**src/rtl/cpu_clock_ctrl_if.sv**
```systemverilog
// Control/status bundle between the CPU clock controller and its environment.
// The controller takes the slave side; the environment driving run/step/halt/clear takes the master side.
interface cpu_clock_ctrl_if #(
    parameter int CNT_W = 16
);
    logic             inp_run;
    logic             inp_step;
    logic             inp_halt_req;
    logic             inp_clear;
    logic             out_cpu_en;
    logic [1:0]       out_state;
    logic [CNT_W-1:0] out_cycle_cnt;
    logic             out_halted;

    modport master (
        output inp_run, inp_step, inp_halt_req, inp_clear,
        input  out_cpu_en, out_state, out_cycle_cnt, out_halted
    );

    modport slave (
        input  inp_run, inp_step, inp_halt_req, inp_clear,
        output out_cpu_en, out_state, out_cycle_cnt, out_halted
    );
endinterface

```
**src/rtl/cpu_clock_ctrl.sv**
```systemverilog
// CPU clock-enable controller: free-running divided strobe in RUN, debounced single step,
// halt/clear handling and a wrapping count of issued strobes. All outputs are registered.
module cpu_clock_ctrl #(
    parameter int DIV       = 4,
    parameter int DB_CYCLES = 8,
    parameter int CNT_W     = 16
) (
    input  logic             inp_clk,
    input  logic             inp_rst_n,
    cpu_clock_ctrl_if.slave  bus
);
    localparam logic [1:0] ST_IDLE   = 2'b00;
    localparam logic [1:0] ST_RUN    = 2'b01;
    localparam logic [1:0] ST_STEP   = 2'b10;
    localparam logic [1:0] ST_HALTED = 2'b11;
    localparam logic [7:0] DIV_LAST  = 8'(DIV - 1);
    localparam logic [7:0] DB_LAST   = 8'(DB_CYCLES - 1);

    logic [1:0]       run_sync_r;
    logic [1:0]       step_sync_r;
    logic             run_s;
    logic             step_s;
    logic             db_r;
    logic             db_prev_r;
    logic [7:0]       db_cnt_r;
    logic             step_pulse_s;
    logic [1:0]       state_r;
    logic [1:0]       next_state_s;
    logic [7:0]       div_r;
    logic [7:0]       div_next_s;
    logic             en_r;
    logic             en_next_s;
    logic             halted_r;
    logic             halted_next_s;
    logic [CNT_W-1:0] cnt_r;
    logic [CNT_W-1:0] cnt_next_s;

    assign run_s        = run_sync_r[1];
    assign step_s       = step_sync_r[1];
    assign step_pulse_s = db_r & ~db_prev_r;

    // Two-flop synchronizers for the asynchronous run switch and step button.
    always_ff @(posedge inp_clk or negedge inp_rst_n) begin
        if (!inp_rst_n) begin
            run_sync_r  <= 2'b00;
            step_sync_r <= 2'b00;
        end else begin
            run_sync_r  <= {run_sync_r[0], bus.inp_run};
            step_sync_r <= {step_sync_r[0], bus.inp_step};
        end
    end

    // Debounce: db follows step_s only after DB_CYCLES consecutive disagreeing cycles.
    always_ff @(posedge inp_clk or negedge inp_rst_n) begin
        if (!inp_rst_n) begin
            db_r      <= 1'b0;
            db_prev_r <= 1'b0;
            db_cnt_r  <= 8'd0;
        end else begin
            db_prev_r <= db_r;
            if (step_s == db_r) begin
                db_cnt_r <= 8'd0;
            end else if (db_cnt_r == DB_LAST) begin
                db_r     <= step_s;
                db_cnt_r <= 8'd0;
            end else begin
                db_cnt_r <= db_cnt_r + 8'd1;
            end
        end
    end

    // FSM state register.
    always_ff @(posedge inp_clk or negedge inp_rst_n) begin
        if (!inp_rst_n) begin
            state_r <= ST_IDLE;
        end else begin
            state_r <= next_state_s;
        end
    end

    // Next-state logic; clear outranks everything, HALTED ignores all but clear.
    always_comb begin
        next_state_s = state_r;
        if (bus.inp_clear) begin
            next_state_s = ST_IDLE;
        end else begin
            case (state_r)
                ST_IDLE:   next_state_s = run_s ? ST_RUN : (step_pulse_s ? ST_STEP : ST_IDLE);
                ST_RUN:    next_state_s = bus.inp_halt_req ? ST_HALTED : (run_s ? ST_RUN : ST_IDLE);
                ST_STEP:   next_state_s = bus.inp_halt_req ? ST_HALTED : ST_IDLE;
                ST_HALTED: next_state_s = ST_HALTED;
                default:   next_state_s = ST_IDLE;
            endcase
        end
    end

    // Output decode evaluated on next-state values so the registered outputs line up with state_r.
    always_comb begin
        div_next_s = 8'd0;
        if (state_r == ST_RUN && next_state_s == ST_RUN) begin
            div_next_s = (div_r == DIV_LAST) ? 8'd0 : div_r + 8'd1;
        end else begin
            div_next_s = 8'd0;
        end
        en_next_s     = (next_state_s == ST_STEP) ||
                        ((next_state_s == ST_RUN) && (div_next_s == DIV_LAST));
        halted_next_s = (next_state_s == ST_HALTED);
        if (bus.inp_clear) begin
            cnt_next_s = {CNT_W{1'b0}};
        end else if (en_r) begin
            cnt_next_s = cnt_r + CNT_W'(1);
        end else begin
            cnt_next_s = cnt_r;
        end
    end

    // Output and divider registers.
    always_ff @(posedge inp_clk or negedge inp_rst_n) begin
        if (!inp_rst_n) begin
            div_r    <= 8'd0;
            en_r     <= 1'b0;
            halted_r <= 1'b0;
            cnt_r    <= {CNT_W{1'b0}};
        end else begin
            div_r    <= div_next_s;
            en_r     <= en_next_s;
            halted_r <= halted_next_s;
            cnt_r    <= cnt_next_s;
        end
    end

    assign bus.out_cpu_en    = en_r;
    assign bus.out_state     = state_r;
    assign bus.out_cycle_cnt = cnt_r;
    assign bus.out_halted    = halted_r;
endmodule

```
**src/flat_wrapper.sv**
```systemverilog
// flat-port wrapper written by rule: the top's interface ports become plain ports
module cpu_clock_ctrl_flat 
#(
    parameter int DIV       = 4,
    parameter int DB_CYCLES = 8,
    parameter int CNT_W     = 16
)
  (inp_clk, inp_rst_n, bus_inp_run, bus_inp_step, bus_inp_halt_req, bus_inp_clear, bus_out_cpu_en, bus_out_state, bus_out_cycle_cnt, bus_out_halted);
  cpu_clock_ctrl_if #(.CNT_W(CNT_W)) bus_i ();
  input  logic inp_clk;
  input  logic inp_rst_n;
  input wire logic [$bits(bus_i.inp_run)-1:0] bus_inp_run;
  input wire logic [$bits(bus_i.inp_step)-1:0] bus_inp_step;
  input wire logic [$bits(bus_i.inp_halt_req)-1:0] bus_inp_halt_req;
  input wire logic [$bits(bus_i.inp_clear)-1:0] bus_inp_clear;
  output wire logic [$bits(bus_i.out_cpu_en)-1:0] bus_out_cpu_en;
  output wire logic [$bits(bus_i.out_state)-1:0] bus_out_state;
  output wire logic [$bits(bus_i.out_cycle_cnt)-1:0] bus_out_cycle_cnt;
  output wire logic [$bits(bus_i.out_halted)-1:0] bus_out_halted;
  assign bus_i.inp_run = bus_inp_run;
  assign bus_i.inp_step = bus_inp_step;
  assign bus_i.inp_halt_req = bus_inp_halt_req;
  assign bus_i.inp_clear = bus_inp_clear;
  assign bus_out_cpu_en = bus_i.out_cpu_en;
  assign bus_out_state = bus_i.out_state;
  assign bus_out_cycle_cnt = bus_i.out_cycle_cnt;
  assign bus_out_halted = bus_i.out_halted;
  cpu_clock_ctrl #(.DIV(DIV), .DB_CYCLES(DB_CYCLES), .CNT_W(CNT_W)) u_core (.inp_clk(inp_clk), .inp_rst_n(inp_rst_n), .bus(bus_i));
endmodule
```
**config.mk**
```make
export PLATFORM = sky130hd
export DESIGN_NAME = cpu_clock_ctrl_flat
export DESIGN_NICKNAME = d
export VERILOG_FILES = /design/src/rtl/cpu_clock_ctrl_if.sv /design/src/rtl/cpu_clock_ctrl.sv /design/src/flat_wrapper.sv
export SDC_FILE = /design/constraint.sdc
export NUM_CORES = 1
export LEC_CHECK = 0
export ABC_AREA = 1
export CORE_MARGIN = 2
export CORE_UTILIZATION = 40
export DETAILED_ROUTE_END_ITERATION = 16
export GPL_TIMING_DRIVEN = 0
export SLEW_MARGIN = 20
export SYNTH_ARGS = -nofsm -noshare
export SYNTH_HDL_FRONTEND = slang
export SYNTH_SLANG_ARGS = --single-unit
```
**constraint.sdc**
```tcl
create_clock -name inp_clk -period 1.6 [get_ports inp_clk]
set_input_delay 0.32 -clock inp_clk [delete_from_list [all_inputs] [get_ports inp_clk]]
set_output_delay 0.32 -clock inp_clk [all_outputs]
set_load 0.005 [all_outputs]
```
== After elaboration in Yosys (flattened, before gate mapping) ==
Index checks and enable logic that the tools add are counted.

* Bits in registers: 42
* Latch bits: 0
* RAM bits: 0
* Bits in read-only memories: 0
* Output and inout port bits: 20
* Memories kept: 0

* Add/sub/neg operators: 3
* $mul: 0
* Divide/modulo/power cells: 0
* Magnitude comparators: 0
* Equal/unequal tests: 10
* Shift operators: 0
* Muxes and demuxes: 13
* Bitwise operators: 3
* Reduce and logical (&&, ||, !) cells: 6

{| class="wikitable"
|+ Operator list
! cell !! count
|-
| $mux 16 || 2
|-
| $mux 8 || 4
|-
| $add 16x1->16 const B || 1
|-
| $add 8x1->8 const B || 2
|-
| $eq 8x2->1 const B || 2
|-
| $mux 2 || 5
|-
| $eq 2x2->1 const B || 4
|-
| $eq 8x3->1 const B || 1
|-
| $pmux 2 s4 || 1
|-
| $eq 2x1->1 const B || 2
|-
| $logic_and 1x1->1 || 2
|-
| $logic_not 2->1 || 1
|-
| $not 1->1 || 2
|-
| $reduce_and 2->1 || 1
|-
| $reduce_bool 2->1 || 1
|-
| $and 1x1->1 || 1
|-
| $eq 1x1->1 || 1
|-
| $logic_or 1x1->1 || 1
|-
| $mux 1 || 1
|}

== Logic depth before layout (Yosys ltp) ==
Gate-level depths: netlist of run 1.

* Word-level depth: 12
* Mapped depth: 11

== Least setup slack after synthesis of run 1 ==
Ideal clock, no wire load.

* Path kind: register to register
* From: register u_core.cnt_r[0], in the netlist u_core.bus.out_cycle_cnt[0]
* To: register u_core.cnt_r[14], in the netlist u_core.bus.out_cycle_cnt[14]
* Library setup time: 119 ps
* Data arrival time: 1328 ps
* Data required time: 1481 ps
* Slack: 153 ps
* Cell stages (with the launch flop): 9
* Period minus slack after synthesis: 1447 ps
* Cells stage by stage: dfrtp_1 -> ha_1 -> inv_1 -> nor3_4 -> nand2_2 -> nor3_4 -> nand2_2 -> o21ai_1 -> nor2_1

* Cells in the longest elaborated chain, start to end: 3

{| class="wikitable"
|+ Ends and longest elaborated chain
! item !! line !! text
|-
| start, declared || cpu_clock_ctrl.sv:35 || <nowiki>logic [CNT_W-1:0] cnt_r;</nowiki>
|-
| start signal, assigned || cpu_clock_ctrl.sv:123 || <nowiki>cnt_r <= {CNT_W{1'b0}};</nowiki>
|-
| start signal, assigned || cpu_clock_ctrl.sv:128 || <nowiki>cnt_r <= cnt_next_s;</nowiki>
|-
| $add 16x1->16 || cpu_clock_ctrl.sv:111 || <nowiki>cnt_next_s = cnt_r + CNT_W'(1);</nowiki>
|-
| $mux 16 || cpu_clock_ctrl.sv:110 || <nowiki>end else if (en_r) begin</nowiki>
|-
| $mux 16 || cpu_clock_ctrl.sv:108 || <nowiki>if (bus.inp_clear) begin</nowiki>
|}

Every way passes these cells. The select of a mux whose other input is x is not followed.
A chain may end at the register's enable or synchronous reset.

== Final worst setup path of run 1 ==
* From: register u_core.cnt_r[1], in the netlist u_core.bus.out_cycle_cnt[1]
* To: register u_core.cnt_r[14], in the netlist u_core.bus.out_cycle_cnt[14]

Same word-level chain as after synthesis.

==> impl_metrics.json, run 1 <==
{
  "power_density_nw_per_um2": 855,
  "worstPathRequired_ns": 1.77,
  "synth_flop_cell": "dfrtp_1",
  "start_util_pct": 40.7,
  "clockRootBuffer": "clkbuf_8",
  "ys_warn_count": 0,
  "cp_max_fo": 4,
  "clockBufferDepth": 2,
  "die_w_um": 75.7,
  "synth_edf_count": 0,
  "p_sw_mw": 0.582,
  "end_kind": "register",
  "grt_start_max_net_pins": 25,
  "fin_hold_ws_ns": 0.0313,
  "fmax_mhz": 631,
  "hp-class": "input port to asynchronous set/reset pin",
  "syn_inst": 239,
  "power_frac_clock_pct": 29.3,
  "slew_headroom_pct": 61.2,
  "syn_area_um2": 2050,
  "yosysSeqAreaShare_pct": 51.2,
  "grt_usage_pct": 14.9,
  "synth_area_leaders": "dfrtp_1, nand2_1, inv_1",
  "place.gp.congestion": 0.829,
  "rows": 26,
  "clock-sinks": 42,
  "cts_tree": "built",
  "drv_slew": 0,
  "arrival_ns": 1.76,
  "period_minus_slack_ns": 1.58,
  "switching_share_pct": 26.2,
  "htreeDepth": 2,
  "nNetsFinal": 289,
  "wl_per_cell_um": 10.6,
  "hpwl_um": 2640,
  "tns_ns": 0,
  "fin_util_pct": 51.4,
  "synth_commonest_cells": "dfrtp_1, nand2_1, inv_1, nor2_1, nand3_1",
  "synthMostInstantiatedCell": "dfrtp_1",
  "synthToLayoutAreaGrowth_pct": 26.2,
  "final_hold_viol_count": 0,
  "ir_drop_mv": 0.493,
  "grt_pass1_vias": 1492,
  "core-area_um2": 5040,
  "grt_overflow": 0,
  "leakagePower_nw": 1.23,
  "drv_cap": 0,
  "worst_pin_slew_ns": 0.582,
  "vias_per_cell": 4.60,
  "synth.largest_area_cell": "dfrtp_1",
  "drt_first_pass_iters": 4,
  "layout-drive-gt1-share_pct": 15.8,
  "first_iter_violations": 58,
  "synthDistinctLibCells": 29,
  "status": "complete, no violations",
  "routed_wl_um": 3700,
  "ys_ff_latch": 42,
  "clock_skew_ns": 0.00346,
  "internal_power_mw": 1.64,
  "dieArea_um2": 5730,
  "die_h_um": 75.7,
  "synthArstFlopShare_pct": 100,
  "clk_latency_ns": 0.28,
  "synth_area_per_cell_um2": 8.60,
  "routed-via-count": 1605,
  "crit_type": "register to register",
  "grt_pass1_wl_um": 6330,
  "synth_top_area_share_pct": 51.2,
  "pwr-share-comb_pct": 16.4,
  "cts_buffers": 5,
  "numPortBuffers": 25,
  "antenna_found_initial": 0,
  "syn_nets": 248,
  "num_antenna_cells": 0,
  "drc": 0,
  "power_frac_seq_pct": 54.3,
  "setup_viol": 0,
  "rsz0062_at_grt": "true",
  "ant_nets": 0,
  "ios": 26,
  "critPathLaunchType": "register",
  "fin_crit_sh_pct": 99.0,
  "clk_pin_slew_ns": 0.07
}
## cells in the final DEF (no fill, tap or decap), types with 3 or more instances in the layout
| cell | count |
|---|---|
| a21oi_1 | 9 |
| clkbuf_8 | 6 |
| nor3_4 | 3 |
| inv_2 | 3 |
| nor3_1 | 7 |
| buf_4 | 7 |
| nand2_1 | 39 |
| nand4_1 | 4 |
| nor2_1 | 32 |
| nand3_1 | 13 |
| buf_2 | 3 |
| xor2_1 | 4 |
| inv_1 | 38 |
| o21ai_0 | 9 |
| nor2_4 | 4 |
| nand2_2 | 6 |
| clkdlybuf4s50_1 | 22 |
| dfrtp_1 | 41 |
## power groups by stage
stage | Clock, mW | Combinational [mW] | Sequential, mW
3_3_place_gp | 0 | 0.320 | 1.23
6_report | 0.649 | 0.364 | 1.20
3_5_place_dp | 0 | 0.332 | 1.23
4_1_cts | 0.691 | 0.329 | 1.21
2_1_floorplan | 0 | 0.203 | 1.22
5_1_grt | 0.737 | 0.421 | 1.22
## worst max-delay path: stages, from the launching register on
cell and delay [ns]:
dfrtp_1 0.39, ha_2 0.19, inv_2 0.05, nor3_4 0.22, nand2_2 0.11, nor3_4 0.27
nand2_2 0.08, o21ai_1 0.13, nor2_1 0.05
## path summary, 6_finish.rpt
kind | start | endpoint | slack [ns] | depth (start not counted)
setup / recovery | u_core.bus.out_cycle_cnt[1] | u_core.bus.out_cycle_cnt[14] | 0.02 | 8
hold / removal | inp_rst_n | u_core.bus.out_cycle_cnt[3] | 0.03 | 1
setup reg to reg | u_core.bus.out_cycle_cnt[1] | u_core.bus.out_cycle_cnt[14] | 0.02 | 8
hold reg to reg | u_core.run_sync_r[0] | u_core.run_sync_r[1] | 0.35 | 0
max in group asynchronous | inp_rst_n | u_core.div_r[0] | 1.06 | 2
min in group inp_clk | u_core.run_sync_r[0] | u_core.run_sync_r[1] | 0.35 | 0
## sequential cells by signal, indices dropped and copies added, names as in the netlist
| signal | cells |
|---|---|
| u_core.db_cnt_r | 8 |
| u_core.step_sync_r | 2 |
| u_core.bus.out_cpu_en | 1 |
| u_core.bus.out_state | 2 |
| u_core.run_sync_r | 2 |
| u_core.db_prev_r | 1 |
| u_core.div_r | 8 |
| u_core.db_r | 1 |
| u_core.bus.out_cycle_cnt | 16 |
| u_core.bus.out_halted | 1 |
## routing by layer
layer | global-route usage (%) | share of wire [%] | vias to the layer above
met2 | 24.2 | 46 | 26
met3 | 4.37 | 4.9 | 4
li1 | - | - | 845
met5 | 0 | 0 | -
met4 | 5.85 | 1.4 | 0
met1 | 18.8 | 47 | 730
## cell families after synthesis
| logic type | synth area share (%) |
|---|---|
| XOR/XNOR | 2.56 |
| AO/OA/AOI/OAI | 7.37 |
| AND/OR/NAND/NOR | 28.6 |
| multiplexers | 0.548 |
| flip-flops | 51.2 |
| buffers and inverters | 7.98 |
| adder cells (fa/ha/maj) | 1.83 |
## area by class of cell
| class | instances | area, um2 |
|---|---|---|
| timing repair buffer | 33 | 327 |
| clock buffer | 6 | 82.6 |
| fill | 484 | 2450 |
| inverter | 41 | 154 |
| tap | 70 | 87.6 |
| buffer | 2 | 10.0 |
| multi-input combinational | 155 | 881 |
| sequential | 42 | 1050 |
## timing repair
action | CTS | global route
hold buffers | 0 | 0
pin swaps | 0 | 8
endpoints found under the setup margin | 1 | 8
setup buffers | 0 | 7
cloned | 0 | 1
resized for setup | 1 | 10
## metrics by stage
stage	total power [mW]	area, um2	cells	worst slack [ns]
2_1_floorplan	1.42	2050	239	0.153
3_3_place_gp	1.55	2390	334	-0.932
3_5_place_dp	1.56	2410	335	-0.204
4_1_cts	2.23	2500	341	0.00505
5_1_grt	2.38	2590	349	-0.103
6_report	2.22	2590	349	0.0155
Power figures use the tool's default switching activity.
==> inputs of run 2 (changes only) <==
--- a/config.mk
+++ b/config.mk
@@ -7,9 +7,11 @@
 export LEC_CHECK = 0
 export ABC_AREA = 1
 export CORE_MARGIN = 2
-export CORE_UTILIZATION = 40
+export CORE_UTILIZATION = 45
+export CTS_BUF_LIST = sky130_fd_sc_hd__clkbuf_4
 export DETAILED_ROUTE_END_ITERATION = 16
 export GPL_TIMING_DRIVEN = 0
+export PLACE_DENSITY = 0.67
 export SLEW_MARGIN = 20
 export SYNTH_ARGS = -nofsm -noshare
 export SYNTH_HDL_FRONTEND = slang
==> run 2 against run 1 <==
Against the previous run:
- setup slack gained 0.029 ns
- utilization grew 9.3 points
- largest power group unchanged
- hold slack gained 0.33 ns
- routed wire length grew 10%
- cell count shrank 0.57%
- sequential cell count is the same
- first-iteration DRC count shrank 8.6%
- cell area grew 2.6%
- combinational power grew 5.5%
==> impl_metrics.json, run 2 (same netlist as run 1, synthesis figures left out) <==
{
  "grt_start_max_net_pins": 32,
  "drv_slew": 0,
  "start_util_pct": 46.9,
  "hpwl_um": 2740,
  "slew_headroom_pct": 67.7,
  "ios": 26,
  "cpMaxStageDelayCell": "clkdlybuf4s50_1",
  "power_frac_clock_pct": 24.5,
  "clk_latency_ns": 0.35,
  "end_kind": "primary output",
  "largest_reg_flops": 16,
  "vias_per_cell": 4.99,
  "core-area_um2": 4380,
  "grt_pass1_wl_um": 7090,
  "path_cells": "clkdlybuf4s50_1",
  "rows": 24,
  "rsz0062_at_grt": "true",
  "status": "complete, no violations",
  "worst-path-buf-inv": 1,
  "clockRootBuffer": "clkbuf_4",
  "multi_input_area_um2": 876,
  "worstPathRequired_ns": 1.28,
  "die_h_um": 71.6,
  "dieArea_um2": 5120,
  "cts_buffers": 5,
  "clockBufferDepth": 2,
  "hp-class": "register to register",
  "final_hold_viol_count": 0,
  "seq_area_um2": 1050,
  "grt_overflow": 0,
  "worst_pin_slew_ns": 0.481,
  "routed-via-count": 1730,
  "drt_first_pass_iters": 4,
  "first_iter_violations": 53,
  "setup_viol": 0,
  "internal_power_mw": 1.52,
  "num_antenna_cells": 0,
  "fin_util_pct": 60.7,
  "arrival_ns": 1.24,
  "path_delay_family": "buffers and inverters",
  "clk_pin_slew_ns": 0.11,
  "fin_crit_sh_pct": 97.2,
  "numPortBuffers": 25,
  "wl_per_cell_um": 11.8,
  "place.gp.congestion": 0.809,
  "die_w_um": 71.6,
  "final_cell_mix": "dfrtp_1, nand2_1, inv_1",
  "drc": 0,
  "routed_wl_um": 4080,
  "nNetsFinal": 304,
  "clock-sinks": 42,
  "ant_nets": 0,
  "fmax_mhz": 643,
  "power_density_nw_per_um2": 786,
  "layout-drive-gt1-share_pct": 20.7,
  "fin_cells": 347,
  "clock_skew_ns": 0.0124,
  "p_sw_mw": 0.577,
  "drv_cap": 0,
  "fin_hold_ws_ns": 0.360,
  "critPathLaunchType": "register",
  "antenna_found_initial": 0,
  "leakagePower_nw": 1.42,
  "finalPower_mw": 2.09,
  "grt_pass1_vias": 1666,
  "power_frac_seq_pct": 57.2,
  "dp_cells": 317,
  "pwr-share-comb_pct": 18.3,
  "grt_usage_pct": 17.6,
  "synthToLayoutAreaGrowth_pct": 29.5,
  "cts_tree": "built",
  "nFillCells": 381,
  "final_common_cell": "dfrtp_1",
  "ir_drop_mv": 0.643,
  "htreeDepth": 2,
  "cp_max_fo": 2,
  "critPathMaxStageDelay_ns": 0.51,
  "switching_share_pct": 27.6,
  "period_minus_slack_ns": 1.56,
  "crit_type": "register to primary output"
}
-- run 2: power groups by stage --
stage,sequential [mW],combinational (mW),clock (mW)
finish,1.20,0.384,0.512
global route,1.21,0.436,0.577
CTS,1.20,0.366,0.534
detailed placement,1.23,0.331,0
global placement,1.23,0.321,0
floorplan,1.22,0.203,0
-- run 2: per-stage QoR --
| stage | setup WS [ns] | setup TNS, ns | area, um2 |
|---|---|---|---|
| 2_1_floorplan | 0.153 | 0 | 2050 |
| 3_3_place_gp | -0.918 | -40.06 | 2370 |
| 3_5_place_dp | -0.226 | -1.68 | 2380 |
| 4_1_cts | 0.000414 | 0 | 2560 |
| 5_1_grt | -0.122 | -0.221 | 2660 |
| 6_report | 0.0441 | 0 | 2660 |
-- run 2: worst paths after layout --
path	from	to	slack [ns]	depth (start not counted)
max	u_core.bus.out_cycle_cnt[8]	bus_out_cycle_cnt[8]	0.04	1
max in group asynchronous	inp_rst_n	u_core.db_cnt_r[6]	0.75	3
min	u_core.step_sync_r[0]	u_core.step_sync_r[1]	0.36	0
max reg2reg	u_core.bus.out_cycle_cnt[0]	u_core.bus.out_cycle_cnt[14]	0.07	8
min reg2reg	u_core.step_sync_r[0]	u_core.step_sync_r[1]	0.36	0
min in group asynchronous	inp_rst_n	u_core.bus.out_cycle_cnt[14]	0.38	2
-- run 2: area by class of cell --
cell class | instances | area share (%)
inverters | 41 | 5.78
repair buffers | 49 | 17.0
clock buffers | 7 | 1.97
plain buffers | 2 | 0.376
flip-flops and latches | 42 | 39.5
multi-input cells | 154 | 32.9
well taps | 52 | 2.44
-- run 2: what timing repair did --
| item | CTS | global route |
|---|---|---|
| buffers inserted | 15 | 7 |
| pin swaps | 1 | 1 |
| hold buffers | 1 | 0 |
| endpoints found under the hold margin | 11 | 0 |
| setup endpoints to repair | 15 | 14 |
| resized for setup | 2 | 16 |
-- run 2: routing by layer --
layer,GRT usage [%],wire length [um],vias up
met3,4.36,140,5
met5,0,0,-
met1,21.4,1820,820
met4,6.29,50,0
met2,30.5,2080,34
li1,-,-,871
==> inputs of run 3 (changes only) <==
--- a/config.mk
+++ b/config.mk
@@ -7,11 +7,11 @@
 export LEC_CHECK = 0
 export ABC_AREA = 1
 export CORE_MARGIN = 2
-export CORE_UTILIZATION = 45
+export CORE_UTILIZATION = 30
 export CTS_BUF_LIST = sky130_fd_sc_hd__clkbuf_4
 export DETAILED_ROUTE_END_ITERATION = 16
 export GPL_TIMING_DRIVEN = 0
-export PLACE_DENSITY = 0.67
+export PLACE_DENSITY = 0.55
 export SLEW_MARGIN = 20
 export SYNTH_ARGS = -nofsm -noshare
 export SYNTH_HDL_FRONTEND = slang
==> run 3 against run 2 <==
Against the previous run:
- sequential power barely moved
- routed wire length up 3.9%
- via count grew 3.4%
- sequential cell count stayed put
- first-iteration DRC count unchanged
- hold slack gained 0.0039 ns
- fmax shrank 0.59%
- register-to-register slack got worse by 0.04 ns
- clock skew up 0.0069 ns
- power up 10%
- critical path type is now register to register
- critical endpoint is now u_core.bus.out_cycle_cnt[14]
- largest cell class unchanged
==> impl_metrics.json, run 3 (same netlist as run 1, synthesis figures left out) <==
{
  "end_kind": "register",
  "worst_hold_startpoint": "u_core.run_sync_r[0]",
  "rsz0062_at_grt": "true",
  "final_cell_mix": "dfrtp_1, nand2_1, inv_1",
  "die_w_um": 86.8,
  "grt_pass1_vias": 1664,
  "fin_crit_sh_pct": 97.8,
  "ios": 26,
  "worst_pin_slew_ns": 0.449,
  "cts_tree": "built",
  "cp_max_fo": 4,
  "cts_buffers": 5,
  "power_frac_seq_pct": 51.7,
  "ir_drop_mv": 0.356,
  "crit_start": "u_core.bus.out_cycle_cnt[1]",
  "hpwl_um": 2800,
  "grt_pass1_wl_um": 6950,
  "drv_cap": 0,
  "gr-usage-met1_pct": 12.8,
  "fin_cells": 384,
  "grt_util_met3_pct": 2.67,
  "power_density_nw_per_um2": 820,
  "clk_latency_ns": 0.36,
  "drv_slew": 0,
  "internal_power_mw": 1.69,
  "drt_first_pass_iters": 4,
  "post_dp_cell_area_um2": 2420,
  "largest_reg_flops": 16,
  "wl_per_cell_um": 11.0,
  "nNetsFinal": 312,
  "path_cells": "ha_2 -> inv_2 -> nor3_4 -> nand2_2 -> nor3_4 -> nand2_2 -> o21ai_2 -> nor2_1",
  "top_usage_layer": "met2",
  "setup_viol": 0,
  "ant_nets": 0,
  "die_h_um": 86.8,
  "rows": 30,
  "fin_ws_ns": 0.0348,
  "grt_usage_pct": 11.7,
  "switching_share_pct": 26.7,
  "path_delay_family": "simple AND/OR/NAND/NOR gates",
  "routed-via-count": 1789,
  "whs_path_depth": 0,
  "hp-class": "register to register",
  "vias_per_cell": 4.66,
  "slew_headroom_pct": 69.9,
  "r2r_cells": 8,
  "grt_overflow": 0,
  "layout-drive-gt1-share_pct": 23.4,
  "grt_util_met2_pct": 21.3,
  "period_minus_slack_ns": 1.57,
  "dp_slack_ns": -0.258,
  "htreeDepth": 2,
  "clock-sinks": 42,
  "crit_type": "register to register",
  "clockBufferDepth": 2,
  "finalPower_mw": 2.30,
  "status": "complete, no violations",
  "power_frac_clock_pct": 30.7,
  "clockRootBuffer": "clkbuf_4",
  "start_util_pct": 30.6,
  "drc": 0,
  "fmax_mhz": 639,
  "core-area_um2": 6720,
  "clock_skew_ns": 0.0192,
  "final_hold_viol_count": 0,
  "dp_cells": 345,
  "worst-path-buf-inv": 1,
  "cp_num_cells": 8,
  "rr_startpoint": "u_core.bus.out_cycle_cnt[1]",
  "dieArea_um2": 7530,
  "routed_wl_um": 4240,
  "num_antenna_cells": 0,
  "fin_util_pct": 41.8,
  "cpMaxStageDelayCell": "dfrtp_1",
  "arrival_ns": 1.83,
  "leakagePower_nw": 1.57,
  "synthToLayoutAreaGrowth_pct": 36.8,
  "grt_start_max_net_pins": 31,
  "finalInstanceArea_um2": 2810,
  "pwr-share-comb_pct": 17.5,
  "numPortBuffers": 25,
  "place.gp.congestion": 0.827,
  "final_common_cell": "dfrtp_1",
  "antenna_found_initial": 0,
  "p_sw_mw": 0.615,
  "critPathLaunchType": "register",
  "worstPathRequired_ns": 1.87,
  "critPathMaxStageDelay_ns": 0.41,
  "clk_pin_slew_ns": 0.13,
  "first_iter_violations": 53
}
run 3: routing by layer:
metal  vias up  part of all wire, %
li1        898                    -
met1       850                   44
met2        33                   51
met3         8                  3.2
met4         0                  2.1
met5         -                    0
run 3: cell type report:
| cell class | count | area, um2 |
|---|---|---|
| fill | 669 | 3910 |
| buffer | 2 | 10.0 |
| timing repair buffer | 56 | 518 |
| clock inverter | 1 | 30.0 |
| tap | 80 | 100 |
| inverter | 41 | 154 |
| sequential | 42 | 1050 |
| multi-input combinational | 155 | 895 |
| clock buffer | 7 | 52.6 |
run 3: per-stage QoR:
stage | TNS, ns | hold WS, ns
after floorplan | 0 | 0.0244
after global placement | -41.66 | 0.334
after detailed placement | -2.05 | 0.230
after CTS | 0 | 0.365
after global routing | -0.195 | 0.371
final | 0 | 0.364
run 3: worst paths after layout:
path | to | slack, ns
setup / recovery | u_core.bus.out_cycle_cnt[14] | 0.03
min in group asynchronous | u_core.run_sync_r[1] | 0.38
setup reg to reg | u_core.bus.out_cycle_cnt[14] | 0.03
hold / removal | u_core.run_sync_r[1] | 0.36
max in group asynchronous | u_core.bus.out_cycle_cnt[15] | 0.76
hold reg to reg | u_core.run_sync_r[1] | 0.36
run 3: power groups by stage:
stage | clock network (mW) | logic [mW] | registers [mW]
global placement | 0 | 0.321 | 1.23
global route | 0.773 | 0.457 | 1.20
finish | 0.708 | 0.403 | 1.19
CTS | 0.738 | 0.360 | 1.20
detailed placement | 0 | 0.332 | 1.23
floorplan | 0 | 0.203 | 1.22
run 3: timing repair:
item | in CTS | in global routing
setup buffers | 17 | 12
gates cloned | 0 | 1
resized for setup | 3 | 24
hold buffers | 1 | 0
pin swaps | 1 | 7
setup endpoints to repair | 19 | 18
hold endpoints to repair | 12 | 0
